### src/rtl/riscv_multicycle_controller.sv
// Main FSM and ALU/branch decoder for the shared-ALU multicycle RV32I datapath.
// Define BRANCH_EXT_EN to add bne/blt/bge decoding in the BRANCH state.
module riscv_multicycle_controller (
  input  logic       clk,
  input  logic       rst,
  input  logic [6:0] op,
  input  logic [2:0] funct3,
  input  logic       funct7b5,
  input  logic       Zero,
  input  logic       Neg,
  output logic       PCWrite,
  output logic       AdrSrc,
  output logic       MemWrite,
  output logic       IRWrite,
  output logic       RegWrite,
  output logic [1:0] ResultSrc,
  output logic [1:0] ALUSrcA,
  output logic [1:0] ALUSrcB,
  output logic [2:0] ALUControl,
  output logic [2:0] ImmSrc,
  output logic       Illegal
);

  typedef enum logic [3:0] {
    S_FETCH, S_DECODE, S_MEMADR, S_MEMREAD, S_MEMWB, S_MEMWRITE, S_EXECR,
    S_EXECI, S_ALUWB, S_JAL, S_JALR1, S_JALR2, S_BRANCH, S_LUI
  } state_t;

  typedef enum logic [6:0] {
    OP_LOAD  = 7'b0000011,
    OP_STORE = 7'b0100011,
    OP_RTYPE = 7'b0110011,
    OP_IALU  = 7'b0010011,
    OP_BRAN  = 7'b1100011,
    OP_JAL   = 7'b1101111,
    OP_JALR  = 7'b1100111,
    OP_LUI   = 7'b0110111
  } opcode_t;

  state_t     state, state_next, cur;
  logic [1:0] alu_op;
  logic [2:0] alu_dec;
  logic       funct_bad, pc_update, branch, take, illegal_int;

`ifndef BRANCH_EXT_EN
  logic unused_neg;
  assign unused_neg = Neg;
`endif

  always_ff @(posedge clk) begin
    if (rst) state <= S_FETCH;
    else     state <= state_next;
  end

  always_comb begin
    case (op)
      OP_LOAD, OP_IALU, OP_JALR: ImmSrc = 3'b000;
      OP_STORE:                  ImmSrc = 3'b001;
      OP_BRAN:                   ImmSrc = 3'b010;
      OP_JAL:                    ImmSrc = 3'b011;
      OP_LUI:                    ImmSrc = 3'b100;
      default:                   ImmSrc = 3'b000;
    endcase
  end

  always_comb begin
    alu_dec   = 3'b000;
    funct_bad = 1'b0;
    case (funct3)
      3'b000:  alu_dec = (op == OP_RTYPE && funct7b5) ? 3'b001 : 3'b000;
      3'b010:  alu_dec = 3'b101;
      3'b110:  alu_dec = 3'b011;
      3'b111:  alu_dec = 3'b010;
      default: funct_bad = 1'b1;
    endcase
  end

  always_comb begin
    AdrSrc      = 1'b0;
    MemWrite    = 1'b0;
    IRWrite     = 1'b0;
    RegWrite    = 1'b0;
    ResultSrc   = 2'b00;
    ALUSrcA     = 2'b00;
    ALUSrcB     = 2'b00;
    alu_op      = 2'b00;
    pc_update   = 1'b0;
    branch      = 1'b0;
    take        = 1'b0;
    illegal_int = 1'b0;
    // During reset the outputs track FETCH; enables are masked below.
    cur         = rst ? S_FETCH : state;
    state_next  = S_FETCH;
    case (cur)
      S_FETCH: begin
        IRWrite = 1'b1; ALUSrcB = 2'b10; ResultSrc = 2'b10; pc_update = 1'b1;
        state_next = S_DECODE;
      end
      S_DECODE: begin
        ALUSrcA = 2'b01; ALUSrcB = 2'b01;
        case (op)
          OP_LOAD, OP_STORE: state_next = S_MEMADR;
          OP_RTYPE:          state_next = S_EXECR;
          OP_IALU:           state_next = S_EXECI;
          OP_BRAN:           state_next = S_BRANCH;
          OP_JAL:            state_next = S_JAL;
          OP_JALR:           state_next = S_JALR1;
          OP_LUI:            state_next = S_LUI;
          default:           illegal_int = 1'b1;
        endcase
      end
      S_MEMADR: begin
        ALUSrcA = 2'b10; ALUSrcB = 2'b01;
        state_next = (op == OP_LOAD) ? S_MEMREAD : S_MEMWRITE;
      end
      S_MEMREAD:  begin AdrSrc = 1'b1; state_next = S_MEMWB; end
      S_MEMWB:    begin ResultSrc = 2'b01; RegWrite = 1'b1; end
      S_MEMWRITE: begin AdrSrc = 1'b1; MemWrite = 1'b1; end
      S_EXECR, S_EXECI: begin
        ALUSrcA = 2'b10; ALUSrcB = (cur == S_EXECI) ? 2'b01 : 2'b00; alu_op = 2'b10;
        // A bad funct3 abandons the instruction before ALUWB can write back.
        illegal_int = funct_bad;
        state_next  = funct_bad ? S_FETCH : S_ALUWB;
      end
      S_ALUWB: RegWrite = 1'b1;
      S_JAL, S_JALR2: begin
        ALUSrcA = 2'b01; ALUSrcB = 2'b10; pc_update = 1'b1;
        state_next = S_ALUWB;
      end
      S_JALR1: begin ALUSrcA = 2'b10; ALUSrcB = 2'b01; state_next = S_JALR2; end
      S_BRANCH: begin
        ALUSrcA = 2'b10; alu_op = 2'b01; branch = 1'b1;
        case (funct3)
          3'b000:  take = Zero;
`ifdef BRANCH_EXT_EN
          3'b001:  take = !Zero;
          3'b100:  take = Neg;
          3'b101:  take = !Neg;
`endif
          default: illegal_int = 1'b1;
        endcase
      end
      S_LUI:   begin ResultSrc = 2'b11; RegWrite = 1'b1; end
      default: state_next = S_FETCH;
    endcase

    case (alu_op)
      2'b01:   ALUControl = 3'b001;
      2'b10:   ALUControl = alu_dec;
      default: ALUControl = 3'b000;
    endcase

    PCWrite = pc_update | (branch & take);
    Illegal = illegal_int;
    if (rst) begin
      PCWrite  = 1'b0;
      IRWrite  = 1'b0;
      RegWrite = 1'b0;
      MemWrite = 1'b0;
      Illegal  = 1'b0;
    end
  end

endmodule

### config.mk
export PLATFORM = sky130hd
export DESIGN_NAME = riscv_multicycle_controller
export DESIGN_NICKNAME = d
export VERILOG_FILES = /design/src/rtl/riscv_multicycle_controller.sv
export SDC_FILE = /design/constraint.sdc
export NUM_CORES = 1
export LEC_CHECK = 0
export BUFFER_PORTS_ARGS = -buffer_cell sky130_fd_sc_hd__buf_2
export CORE_MARGIN = 1
export CORE_UTILIZATION = 30
export DETAILED_ROUTE_END_ITERATION = 7
export GPL_TIMING_DRIVEN = 0
export PLACE_DENSITY = 0.62
export REMOVE_ABC_BUFFERS = 1
export SLEW_MARGIN = 20
export SYNTH_ARGS = -nofsm -noshare
export SYNTH_HDL_FRONTEND = slang
export SYNTH_SLANG_ARGS = --single-unit
### constraint.sdc
create_clock -name clk -period 1.9 [get_ports clk]
set_input_delay 0.095 -clock clk [delete_from_list [all_inputs] [get_ports clk]]
set_output_delay 0.095 -clock clk [all_outputs]
set_load 0.02 [all_outputs]
; ---- Word-level counts from Yosys, hierarchy flattened
; Index checks and enable logic that the tools add are counted.
[op_classes]
reduce_logical = 14
eq_ne = 26
bitwise_logic = 2
mux = 31
[op_table]
columns = operator, count
row1 = 4-bit one-hot mux with 7 select lines, 2
row2 = "4-bit equality test, second input constant", 6
row3 = 3-bit one-hot mux with 4 select lines, 2
row4 = "7-bit by 6-bit equality test with 1-bit output, second input constant", 3
row5 = "7-bit equality test, second input constant", 3
row6 = 1-bit two-way mux, 18
row7 = "4-bit by 3-bit equality test with 1-bit output, second input constant", 4
row8 = 2-bit one-hot mux with 3 select lines, 2
row9 = 3-bit OR reduction, 4
row10 = "4-bit by 2-bit equality test with 1-bit output, second input constant", 2
row11 = 4-bit two-way mux, 2
row12 = 2-bit one-hot mux with 2 select lines, 2
row13 = 2-bit OR reduction, 4
row14 = 8-bit OR reduction, 1
row15 = "7-bit by 2-bit equality test with 1-bit output, second input constant", 1
row16 = "7-bit by 5-bit equality test with 1-bit output, second input constant", 1
row17 = "3-bit equality test, second input constant", 2
row18 = 3-bit one-hot mux with 2 select lines, 1
row19 = 5-bit OR reduction, 1
row20 = "4-bit by 1-bit equality test with 1-bit output, second input constant", 1
row21 = 4-bit zero test, 1
row22 = 4-bit OR reduction, 1
row23 = "3-bit by 2-bit equality test with 1-bit output, second input constant", 1
row24 = 3-bit zero test, 1
row25 = 7 further kinds, 7
[word_totals]
input_bits = 15
ff_bits = 4

; ---- Depth between registers and ports, before layout
[logic_depth]
word_depth = 6
ltp_mapped = 7

; ---- Worst setup path after synthesis
; Ideal clock, no wire load.
[synth_path]
path_type = flip-flop to output port
start = reg state[2]
end = out ResultSrc[0]
slack_ps = -41
required_ps = 1805
n_path_buf = 2
t_arrival_ps = 1846
stages_incl_launch_ff = 5
path_cell_list = dfxtp_1 > buf_4 > buf_2 > o21ai_1 > a2111oi_0
[synth_between]
elab_chain_cells = 3
[synth_rtl]
columns = element, line_no
row1 = from (decl), 40  ; state_t state, state_next, cur;
row2 = from (signal assigned), 52  ; else state <= state_next;
row3 = 4-bit two-way mux *, 92  ; cur = rst ? S_FETCH : state;
row4 = "4-bit equality test, or another cell as far along", 94  ; case (cur)
row5 = 2-bit one-hot mux with 3 select lines *, 94
row6 = to (decl), 16  ; output logic [1:0] ResultSrc,
; Mark *: on every way between the ends. The rest lies on a longest branch, timed or not.

; ---- Worst setup path after layout
[layout_path]
start = reg state[0]
end = out Illegal
[layout_between]
elab_chain_cells = 5
[layout_rtl]
columns = element, line_no
row1 = 4-bit two-way mux *, 92
row2 = 4-bit by 3-bit equality test with 1-bit output, 94
row3 = 2-bit OR reduction, 94
row4 = 1-bit one-hot mux with 3 select lines *, 94
row5 = 1-bit two-way mux *, 155  ; if (rst) begin
row6 = to (decl), 21  ; output logic Illegal
; Marks and branches as above.

==> results.json <==
{
  "setup_ws_ns": 0.09139,
  "first_pass_iters": 4,
  "worstPathMaxFanout": 16,
  "wl_per_cell_um": 12.63,
  "r2r_slack_ns": 0.47,
  "synthArstFlopShare_pct": 0,
  "slew_headroom_pct": 74.47,
  "start_util_pct": 31.70,
  "place_congestion": 0.8970,
  "synth_edf_count": 0,
  "synth_top_area_cell": "dfxtp_1",
  "syn2layout_area_growth_pct": 34.40,
  "synthCells": 112,
  "cts_buffer_depth": 2,
  "cts_root_buffer": "clkbuf_4",
  "dieArea_sq_um": 2802,
  "yosys_warnings": 0,
  "worstSetupPathType": "register to primary output",
  "r2r-end": "state[1]$_SDFF_PP0_",
  "synth_cell_types": 44,
  "post-route-drc-count": 0,
  "finClkSkew_ns": 0.001682,
  "hold_viol_final": 0,
  "clkPwrFrac_pct": 32.2,
  "holdBufCountCts": 0,
  "post-place-ws_ns": -0.1379,
  "whs_ns": 0.1791,
  "reg_top3": "state x4",
  "first_global_vias": 844,
  "dpl.hpwl_um": 1537,
  "synth_commonest_cells": "a21oi_1, nor2_1, nand2_1",
  "maxCapViolCount": 0,
  "diodes": 0,
  "clock-sinks": 4,
  "vias": 944,
  "whs_endpoint": "state[0]$_SDFF_PP0_",
  "crit_chain": "nor3b_4 -> nand3_2 -> ha_4 -> a211oi_1 -> a31o_1 -> buf_2",
  "hold_depth": 2,
  "antenna_found_initial": 0,
  "drv_slew": 0,
  "worst-endpoint-arrival_ns": 1.71,
  "combPwrFrac_pct": 39.5,
  "cts_buffers": 3,
  "endpoint_kind": "primary output",
  "nets": 162,
  "drtIter0Drc": 16,
  "crit_buf_inv": 1,
  "rsz0062_at_grt": "yes",
  "track_usage_pct": 17.93,
  "p_leak_nw": 0.4491,
  "clk_pin_slew_ns": 0.04,
  "antenna_left": 0,
  "synth_ff_type": "dfxtp_1",
  "synth_seq_cells": 4,
  "hp-class": "input pin to register",
  "gr-max-usage-layer": "met2",
  "rows": 18,
  "postLayoutCoreUtil_pct": 42.61,
  "powerDensity_nw_per_um2": 311.1,
  "cts_tree": "yes",
  "fp.coreArea_sq_um": 2455,
  "critPathMaxStageDelay_ns": 0.39,
  "hp-start": "rst",
  "status": "complete, no violations",
  "die_x_um": 52.93,
  "numPortBuffers": 31,
  "avgSynthCellArea_sq_um": 6.949,
  "crit_required_ns": 1.80,
  "post-route-min-period_ns": 1.809,
  "crit_slowest_cell": "dfxtp_4",
  "reg2regPathDepth": 5,
  "pwr-share-seq_pct": 28.3,
  "max_clock_freq_ghz": 0.5529,
  "ir_drop_mv": 0.1560,
  "largest_reg_flops": 4,
  "r2r_start": "state[3]$_SDFF_PP0_",
  "clock_latency_ns": 0.23,
  "gr-usage-met1_pct": 23.68,
  "drt-total-wl_um": 2172,
  "grt_max_degree": 22,
  "use_met3_pct": 1.724,
  "ios": 33,
  "switching_share_pct": 36.74,
  "power.internal_uw": 205.9,
  "worstMarginPinSlew_ns": 0.3732,
  "crit_path_start_kind": "register",
  "globalRouteOverflowTotal": 0,
  "drive_gt1_share_pct": 39.44,
  "switching_power_uw": 119.6,
  "ys_seq_area_share_pct": 10.29,
  "cts_max_level": 1,
  "use_met2_pct": 27.22,
  "syn_area_sq_um": 778.2,
  "fin_crit_sh_pct": 95.19,
  "synthTopCellsByArea": "dfxtp_1, a21oi_1, ha_1",
  "final_cells": 172,
  "grt_pass1_wl_um": 3691,
  "viasPerCell": 5.488,
  "synth.most_common_cell": "a21oi_1",
  "cp_top_family": "simple AND/OR/NAND/NOR gates",
  "synthDominantCellAreaShare_pct": 10.29,
  "dieHeight_um": 52.93,
  "regMostFlops": "state",
  "numPlacedInstances": 165,
  "setup_violations": 0
}
## area by class of cell
class,instances,area [sq um]
fill,258,1409
multi-input combinational,93,674.4
timing repair buffer,35,190.2
sequential,4,95.09
tap,30,37.54
inverter,7,26.28
clock buffer,3,22.52
## timing repair
| item | 4_1_cts | 5_1_grt |
|---|---|---|
| endpoints found under the setup margin | 5 | 4 |
| setup buffers | 3 | 1 |
| gates resized for setup | 9 | 9 |
| pin swaps | 1 | 2 |
## layer usage
metal  up-vias  share of wire (%)
li1        478                  -
met1       433                 46
met2        27                 48
met3         6                3.6
met4         0                2.0
met5         -                  0
## layout by cell type (no fill, tap or decap), types with 3 or more instances in the layout
master and count:
nand2_1 7, clkbuf_4 3, o21ai_0 5, nand3_1 4, dfxtp_4 4, nor3b_1 3
nor3_1 4, buf_4 6, nor2_1 8, inv_1 5, o21ai_1 3, and3_1 3
a21oi_1 10, buf_2 29, xnor2_1 4
## how the worst max path moves through the flow
| stage | start | endpoint | depth (start not counted) |
|---|---|---|---|
| floorplan | state[2]$_SDFF_PP0_ | ResultSrc[0] | 2 |
| global placement | state[3]$_SDFF_PP0_ | ALUControl[2] | 6 |
| detailed placement | state[3]$_SDFF_PP0_ | ALUControl[2] | 6 |
| CTS | state[1]$_SDFF_PP0_ | ALUControl[2] | 6 |
| global route | state[0]$_SDFF_PP0_ | Illegal | 6 |
| finish | state[0]$_SDFF_PP0_ | Illegal | 6 |
## power by group through the flow
stage | clock (mW) | sequential, mW | combinational, mW
2_1_floorplan | 0 | 0.0948 | 0.0724
3_3_place_gp | 0 | 0.0968 | 0.120
3_5_place_dp | 0 | 0.0972 | 0.122
4_1_cts | 0.110 | 0.0925 | 0.124
5_1_grt | 0.112 | 0.0934 | 0.144
6_report | 0.105 | 0.0922 | 0.129
## logic make-up (layout without fill, tap and decap cells)
logic type	count (synthesis)	in the layout	synth area share, %
AND/OR/NAND/NOR	52	52	41.00
AO/OA/AOI/OAI	34	34	29.74
buffers and inverters	15	45	9.647
XOR/XNOR	4	4	4.501
flip-flops	4	4	10.29
adder cells (fa/ha/maj)	3	3	4.824
## stage by stage
step / TNS, ns / area (sq um) / total power, mW
after floorplan: -0.1444 / 729.5 / 0.1672
after global placement: -0.1485 / 922.1 / 0.2165
after detailed placement: -0.3634 / 922.1 / 0.2193
after CTS: 0 / 991.0 / 0.3269
after global routing: -0.02896 / 1046 / 0.3494
final: 0 / 1046 / 0.3254
Power figures use the tool's default switching activity.
